`src/rtl/placar_pkg.sv`:
```
// Shared types and constants for the scoreboard control path.
// State encoding, point codes and default score geometry.
package placar_pkg;

   typedef enum logic [1:0] {
      IDLE         = 2'd0,
      DEBOUNCE     = 2'd1,
      APPLY        = 2'd2,
      WAIT_RELEASE = 2'd3
   } estado_t;

   localparam logic [1:0] PTS_1 = 2'd1;
   localparam logic [1:0] PTS_2 = 2'd2;
   localparam logic [1:0] PTS_3 = 2'd3;

   localparam int MAX_SCORE = 99;
   localparam int SCORE_W   = 7;

   // 0 unless exactly one button is pressed
   function automatic logic [1:0] codigo(input logic [2:0] b);
      logic [1:0] c;
      c = 2'd0;
      unique case (1'b1)
         (b == 3'b001): c = PTS_1;
         (b == 3'b010): c = PTS_2;
         (b == 3'b100): c = PTS_3;
         default:       c = 2'd0;
      endcase
      return c;
   endfunction

   function automatic logic [2:0] mascara(input logic [1:0] c);
      logic [2:0] m;
      m = 3'b000;
      unique case (1'b1)
         (c == PTS_1): m = 3'b001;
         (c == PTS_2): m = 3'b010;
         (c == PTS_3): m = 3'b100;
         default:      m = 3'b000;
      endcase
      return m;
   endfunction

endpackage

```
`src/rtl/controle_placar_if.sv`:
```
// Button/switch inputs and score outputs of the scoreboard controller.
// BUZINA_EN adds the buzina output.
interface controle_placar_if #(
   parameter int SCORE_W = 7
);
   logic               btn_a_n;
   logic               btn_b_n;
   logic               btn_c_n;
   logic               sw_sub;
   logic               sw_team;
   logic               clr_placar;
   logic [SCORE_W-1:0] score_t0;
   logic [SCORE_W-1:0] score_t1;
   logic [SCORE_W-1:0] score_sel;
   logic [1:0]         pontos;
   logic               atualizou;
   logic               erro;
`ifdef BUZINA_EN
   logic               buzina;

   modport master (
      output btn_a_n, btn_b_n, btn_c_n, sw_sub, sw_team, clr_placar,
      input  score_t0, score_t1, score_sel, pontos, atualizou, erro,
      input  buzina
   );
   modport slave (
      input  btn_a_n, btn_b_n, btn_c_n, sw_sub, sw_team, clr_placar,
      output score_t0, score_t1, score_sel, pontos, atualizou, erro,
      output buzina
   );
`else
   modport master (
      output btn_a_n, btn_b_n, btn_c_n, sw_sub, sw_team, clr_placar,
      input  score_t0, score_t1, score_sel, pontos, atualizou, erro
   );
   modport slave (
      input  btn_a_n, btn_b_n, btn_c_n, sw_sub, sw_team, clr_placar,
      output score_t0, score_t1, score_sel, pontos, atualizou, erro
   );
`endif
endinterface

```
`src/rtl/controle_placar_sincronizador.sv`:
```
// Two-flop synchronizer for the three point buttons.
// Converts active-low raw inputs to active-high.
module sincronizador_botoes (
   input  logic       clk,
   input  logic       reset,
   input  logic [2:0] btn_n,
   output logic [2:0] btn
);
   logic [2:0] s1;

   always_ff @(posedge clk or posedge reset) begin
      if (reset) begin
         s1  <= 3'b000;
         btn <= 3'b000;
      end else begin
         s1  <= ~btn_n;
         btn <= s1;
      end
   end
endmodule

```
`src/rtl/controle_placar.sv`:
```
// Scoreboard control: debounce, score registers, accept/reject.
// Optional buzzer output when BUZINA_EN is defined.
module controle_placar
   import placar_pkg::*;
#(
   parameter int DEBOUNCE_CYCLES = 50000,
   parameter int MAX_SCORE       = placar_pkg::MAX_SCORE,
   parameter int SCORE_W         = placar_pkg::SCORE_W
) (
   input logic              clk,
   input logic              reset,
   controle_placar_if.slave bus
);
   localparam logic [1:0] S_IDLE  = IDLE;
   localparam logic [1:0] S_DEB   = DEBOUNCE;
   localparam logic [1:0] S_APPLY = APPLY;
   localparam logic [1:0] S_WAIT  = WAIT_RELEASE;
   localparam int         CNT_W   = $clog2(DEBOUNCE_CYCLES + 1);
   localparam logic [CNT_W-1:0] LAST = CNT_W'(DEBOUNCE_CYCLES - 1);

   logic [2:0]         btn;
   logic [1:0]         estado;
   logic [CNT_W-1:0]   cnt;
   logic [1:0]         cod;
   logic [1:0]         pontos_q;
   logic [SCORE_W-1:0] t0;
   logic [SCORE_W-1:0] t1;
   logic               atu;
   logic               err;

   logic [SCORE_W-1:0] cur;
   logic [SCORE_W:0]   soma;
   logic [SCORE_W-1:0] novo;
   logic               rejeita;

   sincronizador_botoes u_sinc (
      .clk   (clk),
      .reset (reset),
      .btn_n ({bus.btn_c_n, bus.btn_b_n, bus.btn_a_n}),
      .btn   (btn)
   );

   always_comb begin
      cur  = bus.sw_team ? t1 : t0;
      soma = {1'b0, cur} + (SCORE_W+1)'(cod);
      if (bus.sw_sub) begin
         rejeita = SCORE_W'(cod) > cur;
         novo    = cur - SCORE_W'(cod);
      end else begin
         rejeita = soma > (SCORE_W+1)'(MAX_SCORE);
         novo    = soma[SCORE_W-1:0];
      end
   end

   always_ff @(posedge clk or posedge reset) begin
      if (reset) begin
         estado   <= S_IDLE;
         cnt      <= '0;
         cod      <= 2'd0;
         pontos_q <= 2'd0;
         t0       <= '0;
         t1       <= '0;
         atu      <= 1'b0;
         err      <= 1'b0;
      end else begin
         atu <= 1'b0;
         err <= 1'b0;
         unique case (estado)
            S_IDLE: begin
               if (codigo(btn) != 2'd0) begin
                  cod    <= codigo(btn);
                  cnt    <= '0;
                  estado <= S_DEB;
               end
            end
            S_DEB: begin
               if (btn != mascara(cod))
                  estado <= S_IDLE;
               else if (cnt == LAST)
                  estado <= S_APPLY;
               else
                  cnt <= cnt + 1'b1;
            end
            S_APPLY: begin
               estado <= S_WAIT;
               if (!bus.clr_placar) begin
                  if (rejeita) begin
                     err <= 1'b1;
                  end else begin
                     atu      <= 1'b1;
                     pontos_q <= cod;
                     if (bus.sw_team) t1 <= novo;
                     else             t0 <= novo;
                  end
               end
            end
            S_WAIT: begin
               if (btn == 3'b000) estado <= S_IDLE;
            end
            default: estado <= S_IDLE;
         endcase
         // clear overrides any update made in the same cycle
         if (bus.clr_placar) begin
            t0       <= '0;
            t1       <= '0;
            pontos_q <= 2'd0;
         end
      end
   end

   assign bus.score_t0  = t0;
   assign bus.score_t1  = t1;
   assign bus.score_sel = bus.sw_team ? t1 : t0;
   assign bus.pontos    = pontos_q;
   assign bus.atualizou = atu;
   assign bus.erro      = err;

`ifdef BUZINA_EN
   localparam int BUZINA_CYCLES = 25_000_000;
   logic [24:0] buz_cnt;

   always_ff @(posedge clk or posedge reset) begin
      if (reset)
         buz_cnt <= '0;
      else if (err)
         buz_cnt <= 25'(BUZINA_CYCLES);
      else if (buz_cnt != '0)
         buz_cnt <= buz_cnt - 1'b1;
   end

   assign bus.buzina = buz_cnt != '0;
`endif
endmodule

```
`src/flat_wrapper.sv`:
```
// flat-port wrapper written by rule: the top's interface ports become plain ports
module controle_placar_flat import placar_pkg::*;
#(
   parameter int DEBOUNCE_CYCLES = 50000,
   parameter int MAX_SCORE       = placar_pkg::MAX_SCORE,
   parameter int SCORE_W         = placar_pkg::SCORE_W
)
  (clk, reset, bus_btn_a_n, bus_btn_b_n, bus_btn_c_n, bus_sw_sub, bus_sw_team, bus_clr_placar, bus_score_t0, bus_score_t1, bus_score_sel, bus_pontos, bus_atualizou, bus_erro);
  controle_placar_if #(.SCORE_W(SCORE_W)) bus_i ();
  input logic clk;
  input logic reset;
  input wire logic [$bits(bus_i.btn_a_n)-1:0] bus_btn_a_n;
  input wire logic [$bits(bus_i.btn_b_n)-1:0] bus_btn_b_n;
  input wire logic [$bits(bus_i.btn_c_n)-1:0] bus_btn_c_n;
  input wire logic [$bits(bus_i.sw_sub)-1:0] bus_sw_sub;
  input wire logic [$bits(bus_i.sw_team)-1:0] bus_sw_team;
  input wire logic [$bits(bus_i.clr_placar)-1:0] bus_clr_placar;
  output wire logic [$bits(bus_i.score_t0)-1:0] bus_score_t0;
  output wire logic [$bits(bus_i.score_t1)-1:0] bus_score_t1;
  output wire logic [$bits(bus_i.score_sel)-1:0] bus_score_sel;
  output wire logic [$bits(bus_i.pontos)-1:0] bus_pontos;
  output wire logic [$bits(bus_i.atualizou)-1:0] bus_atualizou;
  output wire logic [$bits(bus_i.erro)-1:0] bus_erro;
  assign bus_i.btn_a_n = bus_btn_a_n;
  assign bus_i.btn_b_n = bus_btn_b_n;
  assign bus_i.btn_c_n = bus_btn_c_n;
  assign bus_i.sw_sub = bus_sw_sub;
  assign bus_i.sw_team = bus_sw_team;
  assign bus_i.clr_placar = bus_clr_placar;
  assign bus_score_t0 = bus_i.score_t0;
  assign bus_score_t1 = bus_i.score_t1;
  assign bus_score_sel = bus_i.score_sel;
  assign bus_pontos = bus_i.pontos;
  assign bus_atualizou = bus_i.atualizou;
  assign bus_erro = bus_i.erro;
  controle_placar #(.DEBOUNCE_CYCLES(DEBOUNCE_CYCLES), .MAX_SCORE(MAX_SCORE), .SCORE_W(SCORE_W)) u_core (.clk(clk), .reset(reset), .bus(bus_i));
endmodule
```
`config.mk`:
```
export PLATFORM = sky130hd
export DESIGN_NAME = controle_placar_flat
export DESIGN_NICKNAME = d
export VERILOG_FILES = /design/src/rtl/placar_pkg.sv /design/src/rtl/controle_placar_if.sv /design/src/rtl/controle_placar_sincronizador.sv /design/src/rtl/controle_placar.sv /design/src/flat_wrapper.sv
export SDC_FILE = /design/constraint.sdc
export NUM_CORES = 1
export LEC_CHECK = 0
export ABC_AREA = 1
export ABC_CLOCK_PERIOD_IN_PS = 5200
export CORE_MARGIN = 3
export CORE_UTILIZATION = 40
export DETAILED_ROUTE_END_ITERATION = 16
export PLACE_DENSITY_LB_ADDON = 0.1
export SLEW_MARGIN = 20
export SYNTH_ARGS = -nofsm -noshare
export SYNTH_HDL_FRONTEND = slang
export SYNTH_SLANG_ARGS = --single-unit
export TNS_END_PERCENT = 1
```
`constraint.sdc`:
```
create_clock -name clk -period 5.2 [get_ports clk]
set_clock_uncertainty 0.1 [all_clocks]
set_input_delay 1.3 -clock clk [delete_from_list [all_inputs] [get_ports clk]]
set_output_delay 1.3 -clock clk [all_outputs]
set_load 0.005 [all_outputs]
```
* Word level (Yosys, flattened, before mapping)
Index checks and enable logic that the tools add are counted. Widths: inputs -> output; s select.
Operators by class: add/sub/neg operators 3, order comparisons 2, equality and inequality tests 18, multiplexer cells 33, bitwise gates (word level) 1, reductions and logical operators 12
Operators with widths (count):
- $mux 7 | 10
- $mux 16 | 3
- $pmux 16 s2 | 1
- $add 16x1->16 const B | 1
- $eq 16x16->1 const B | 1
- $mux 2 | 8
- $pmux 3 s3 | 1
- $reduce_and 3->1 | 3
- $add 7x2->8 | 1
- $eq 2x2->1 const B | 4
- $gt 8x7->1 const B | 1
- $pmux 2 s4 | 1
- $reduce_bool 2->1 | 4
- $gt 2x7->1 | 1
- $mux 1 | 7
- $sub 7x2->7 | 1
- $ne 2x1->1 const B | 3
- $ne 2x2->1 const B | 3
- $pmux 2 s3 | 1
- $eq 2x1->1 const B | 2
- $reduce_and 2->1 | 2
- $reduce_and 4->1 | 1
- $eq 3x1->1 const B | 1
- $eq 3x2->1 const B | 1
- 7 further kinds | 7
Word-level totals: register bits after elaboration 44, output and inout port bits 25, word-level logic and storage cells 79

* Depth between registers and ports, before layout
word-level depth 7, gate-level depth with buffers 21

* By module
A second synthesis with hierarchy kept.
Unflattened totals: cells, all modules 377, area total of the unflattened synthesis 2780.2 um^2
By module, submodules not included:
- controle_placar | instances 1, cells an instance 367, area an instance 2615.0 um^2, sequential area each 950.9 um^2
- sincronizador_botoes | instances 1, cells an instance 10, area an instance 165.2 um^2, sequential area each 150.1 um^2

* Least setup slack after synthesis
No wires, ideal clock.
kind input to register, start point input bus_sw_team, end point register u_core.t1[3] (netlist: u_core.bus.score_t1[3]), setup time 118 ps, arrival 3509 ps, path slack 1473 ps, cell stages on the path 18, path buffers 2, cells stage by stage buf_6 -> inv_4 -> buf_6 -> or2_2 -> o21ai_0 -> inv_1 -> ha_1 -> fa_1 -> nand3_1 -> nand2_1 -> a21oi_1 -> nand2_1 -> nand3_1 -> nand2_2 -> nand3_4 -> nand3_2 -> nand2_1 -> nand2_1
Between the ends: word-level cells in the longest chain between the ends 7, elaborated cells between the ends (all ways) 14, those cells by class add/sub (2); order compare (2); eq/ne (1); mux (7); reduce/logical (2)
RTL lines:
- start, declared | line flat_wrapper.sv:16 | input wire logic [$bits(bus_i.sw_team)-1:0] bus_sw_team;
- $mux 7 (*)
- via bus_score_sel[0] | line flat_wrapper.sv:20 | output wire logic [$bits(bus_i.score_sel)-1:0] bus_score_sel;
- branches (longest 6 deep; another with $add 7x2->8)
- end signal, assigned | line controle_placar.sv:92 | if (bus.sw_team) t1 <= novo;
- end, declared | line controle_placar.sv:27 | logic [SCORE_W-1:0] t1;
Mark *: on every way through the listed nets, which the timed path passes. The select of a mux whose other input is x is not followed. A chain may end at the register's enable or synchronous reset.

* Worst setup path in the final report
start point input bus_sw_team, end point output bus_score_sel[0]
Between the ends: word-level cells in the longest chain between the ends 1
RTL lines:
- $mux 7 | line controle_placar.sv:113 | assign bus.score_sel = bus.sw_team ? t1 : t0;
- end, declared | line flat_wrapper.sv:20
Every way passes these cells.

==> metrics.log <==
[metrics] run status: finished clean
[metrics] share of cell area taken by muxes after synthesis: 0
[metrics] number of clock buffers inserted by TritonCTS: 5
[metrics] overflow left after global routing: 0
[metrics] DRC: 0
[metrics] portion of synthesized cell area occupied by the leading cell type: 0.389
[metrics] placed insts: 501
[metrics] maximum VDD drop: 0.000266 V
[metrics] overall routing resource usage: 0.166
[metrics] CTS HTree Levels: 2
[metrics] highest clock frequency the design can meet: 0.231 GHz
[metrics] most common flop cell mapped by yosys: sky130_fd_sc_hd__dfrtp_1
[metrics] Diodes inserted: 0
[metrics] hold violation total from the final report: 0
[metrics] total of flip-flops plus latches after synthesis: 44
[metrics] wirelength, routed: 6650 um
[metrics] wire length of the first global-routing pass: 11100 um
[metrics] initial antenna violation count: 0
[metrics] Horiz. Die Dim: 90.1 um
[metrics] CTS hold repair buffers: 0
[metrics] Post CTS Setup Buffer Count: 0
[metrics] power per standard cell area: 348 nW/um2
[metrics] std cell rows: 30
[metrics] area growth from synthesis to layout: 18.1%
[metrics] via count: 2549
[metrics] Gates resized, CTS repair: 0
[metrics] Critical Setup Path Class: in2out
[metrics] die span in y: 90.1 um
[metrics] total I/O pin count: 33
[metrics] crit path time final: 4.33 ns
[metrics] layout cell share with drive strength beyond 1: 0.0799
[metrics] first-pass iteration count of the detailed router: 4
[metrics] clock latency of the later-clocked register in the worst-skew pair: 0.30 ns
[metrics] combinational family with the most area after synthesis: simple AND/OR/NAND/NOR gates
[metrics] worst hold path stage count: 0
[metrics] routed vias/inst: 5.01
[metrics] worst slew pin tran: 0.830 ns
[metrics] total power consumption of the routed design: 0.00116 W
[metrics] endpoint with the worst hold slack: u_core.u_sinc.btn[1]
[metrics] count of nets after finishing: 428
[metrics] master of the slowest instance on the critical path: sky130_fd_sc_hd__clkdlybuf4s50_1
[metrics] HP Start: u_core.u_sinc.s1[1]
[metrics] Syn Nets: 396
[metrics] leading cell types in the layout, fill and taps excluded: sky130_fd_sc_hd__nand2_1 (101), sky130_fd_sc_hd__inv_1 (49), sky130_fd_sc_hd__dfrtp_1 (44)
[metrics] EDFF count, synth: 0
[metrics] Data required, critical path: 3.80 ns
[metrics] final design area excluding fillers: 3340 um2
[metrics] longest individual stage delay on the worst path: 0.53 ns
[metrics] area fraction in and, or, nand and nor cells after synthesis: 0.348
[metrics] Crit Reg-Reg Endpoint: u_core.bus.pontos[1]
[metrics] Seq/Total Area, Yosys: 0.389
[metrics] synthesized cell area: 2830 um2
[metrics] sum of negative setup slack: 0 ns
[metrics] average instance area after synthesis: 7.45 um2
[metrics] fin crit share: 0.833
[metrics] most common library cell in the layout ignoring fill and taps: sky130_fd_sc_hd__nand2_1
[metrics] WP buf/inv: 4
[metrics] vias in the first global route: 2332
[metrics] total of max-cap violations: 0
[metrics] largest net degree at the start of global routing: 45
[metrics] HPWL Detailed: 5080 um
[metrics] Synth warnings: 0
[metrics] unrepaired setup endpoints after global routing: no
[metrics] Async SR Flop Fraction: 1.00
[metrics] cell-by-cell trace of the critical path: clkdlybuf4s50_1 > inv_4 > or2_2 > o21ai_0 > inv_1 > clkdlybuf4s50_1
[metrics] maximum count of clock buffers along a single path: 2
[metrics] Final Max Slew Viols: 0
[metrics] share of the synthesized area in compound gates (AO/OA/AOI/OAI): 0.106
[metrics] post-route antenna net violation count: 0
[metrics] Core Region: 6830 um2
[metrics] adder and majority gate portion of the synthesized area: 0.0407
[metrics] root buffer cell: sky130_fd_sc_hd__clkbuf_8
[metrics] standard cell area after detailed placement: 3220 um2
[metrics] number of clock sinks: 44
[metrics] combined area of the multi-input logic cells: 1460 um2
[metrics] register clock-pin slew on the reported worst setup and hold paths: 0.08 ns
[metrics] endpoint type of the worst setup path: primary output
[metrics] number of cells on the worst reg-to-reg path: 16
[metrics] number of violations reported at the end of detailed-routing iteration 0: 100
[metrics] setup slack of the most critical reg-to-reg path: 2.26 ns
[metrics] Leakage Power: 1.54 nW
[metrics] sequential cell area: 1100 um2
[metrics] cell type with the largest total area after synthesis: sky130_fd_sc_hd__dfrtp_1
[metrics] Final GP Congestion: 0.854
[metrics] Critical Path Most Common Cell: sky130_fd_sc_hd__clkdlybuf4s50_1
[metrics] Slew HR: 0.444
[metrics] Tightest Hold Check Type: reg2reg
[metrics] number of unique standard cell types used by synthesis: 39
[metrics] fill cell instance count of the final layout: 720
[metrics] CP Launch Type: primary input
[metrics] Final setup viols: 0
[metrics] Initial Utilization: 0.414
[metrics] cell types occupying the most area after synthesis: sky130_fd_sc_hd__dfrtp_1 (39%), sky130_fd_sc_hd__nand2_1 (13%), sky130_fd_sc_hd__inv_1 (6.6%)
[metrics] Max Fanout on Critical Path: 14
[metrics] CTS tree: done
[metrics] reg2reg start: u_core.bus.score_t1[0]
[metrics] signal arrival time at the worst endpoint: 2.93 ns
[metrics] number of standard cells in the final layout excluding fillers: 509
[metrics] Post-Synthesis Cells: 380
[metrics] share of the synthesized netlist area taken by xor and xnor gates: 0.0217
[metrics] overall die area: 8120 um2
[metrics] CP delay by family, top: buffers and inverters
[metrics] Port Buffers: 32
[metrics] post-detailed-route wirelength per cell: 13.1 um
[final cells by class]
type                       instances  share of cell area
clock buffer                       6              0.0247
clock inverter                     2              0.0116
inverter                          54              0.0614
multi-input combinational        273               0.437
sequential                        44               0.329
tap                               96              0.0359
timing repair buffer              34               0.100
[state kept, by name (all words and copies together) (netlist names), 2 cells and up, named ones only]
register	cells
u_core.u_sinc.s1	3
u_core.bus.score_t0	7
u_core.bus.pontos	2
u_core.cnt	16
u_core.u_sinc.btn	3
u_core.bus.score_t1	7
u_core.cod	2
[report_power, final]
group	switching [W]	total, W	internal, W	leakage [nW]
clock	0.000118	0.000276	0.000157	0.0614
combinational	0.000285	0.000444	0.000159	0.893
sequential	0.0000575	0.000444	0.000387	0.588
[Yosys cell counts, types with 5 or more instances]
| library cell | n |
|---|---|
| sky130_fd_sc_hd__nand2_1 | 101 |
| sky130_fd_sc_hd__inv_1 | 50 |
| sky130_fd_sc_hd__dfrtp_1 | 44 |
| sky130_fd_sc_hd__nor2_1 | 32 |
| sky130_fd_sc_hd__nand4_1 | 22 |
| sky130_fd_sc_hd__nand3_1 | 20 |
| sky130_fd_sc_hd__o21ai_0 | 15 |
| sky130_fd_sc_hd__nor3_1 | 13 |
| sky130_fd_sc_hd__o21ai_1 | 13 |
| sky130_fd_sc_hd__a21oi_1 | 11 |
| sky130_fd_sc_hd__xor2_1 | 7 |
| sky130_fd_sc_hd__ha_1 | 6 |
| sky130_fd_sc_hd__nand2_2 | 5 |
[cells by family (layout without fill, tap and decap cells)]
family / after synthesis / after routing
adders and majority gates: 8 / 8
xor gates and xnor gates: 7 / 7
buffers and inverters: 63 / 96
and+or+nand+nor: 208 / 208
AOI/OAI and AO/OA: 50 / 50
DFF: 44 / 44
[through the flow]
step | setup slack, ns | utilization | hold slack [ns]
3_5_place_dp | 0.741 | 0.472 | 0.237
6_report | 0.868 | 0.489 | 0.253
2_1_floorplan | 1.47 | - | 0.231
3_3_place_gp | 0.772 | 0.472 | 0.233
5_1_grt | 0.753 | 0.489 | 0.267
4_1_cts | 0.849 | 0.489 | 0.257
[metal layers]
layer | vias to the layer above | GRT usage | wire, um
met5 | - | 0 | 0
met4 | 0 | 0.0421 | 89
met3 | 6 | 0.0301 | 274
met2 | 62 | 0.296 | 3430
met1 | 1184 | 0.206 | 2860
li1 | 1297 | - | -
[worst max path at each step]
stage                 from                      to  slack [ns]  cells past startpoint
4_1_cts        bus_sw_team        bus_score_sel[0]        0.85                      6
5_1_grt        bus_sw_team        bus_score_sel[4]        0.75                      6
3_5_place_dp   bus_sw_team    u_core.bus.pontos[1]        0.74                     18
3_3_place_gp   bus_sw_team    u_core.bus.pontos[1]        0.77                     18
2_1_floorplan  bus_sw_team  u_core.bus.score_t1[3]        1.47                     18
6_report       bus_sw_team        bus_score_sel[0]        0.87                      6
[worst register-to-register path: cells and delay by family, from the launching register on]
kind            cells  cell delay (ns)
compound gates      2             0.25
fa+ha+maj           2             0.70
buf+inv             1             0.13
flops               1             0.41
simple gates       11             1.31
(Power assumes the default switching activity.)
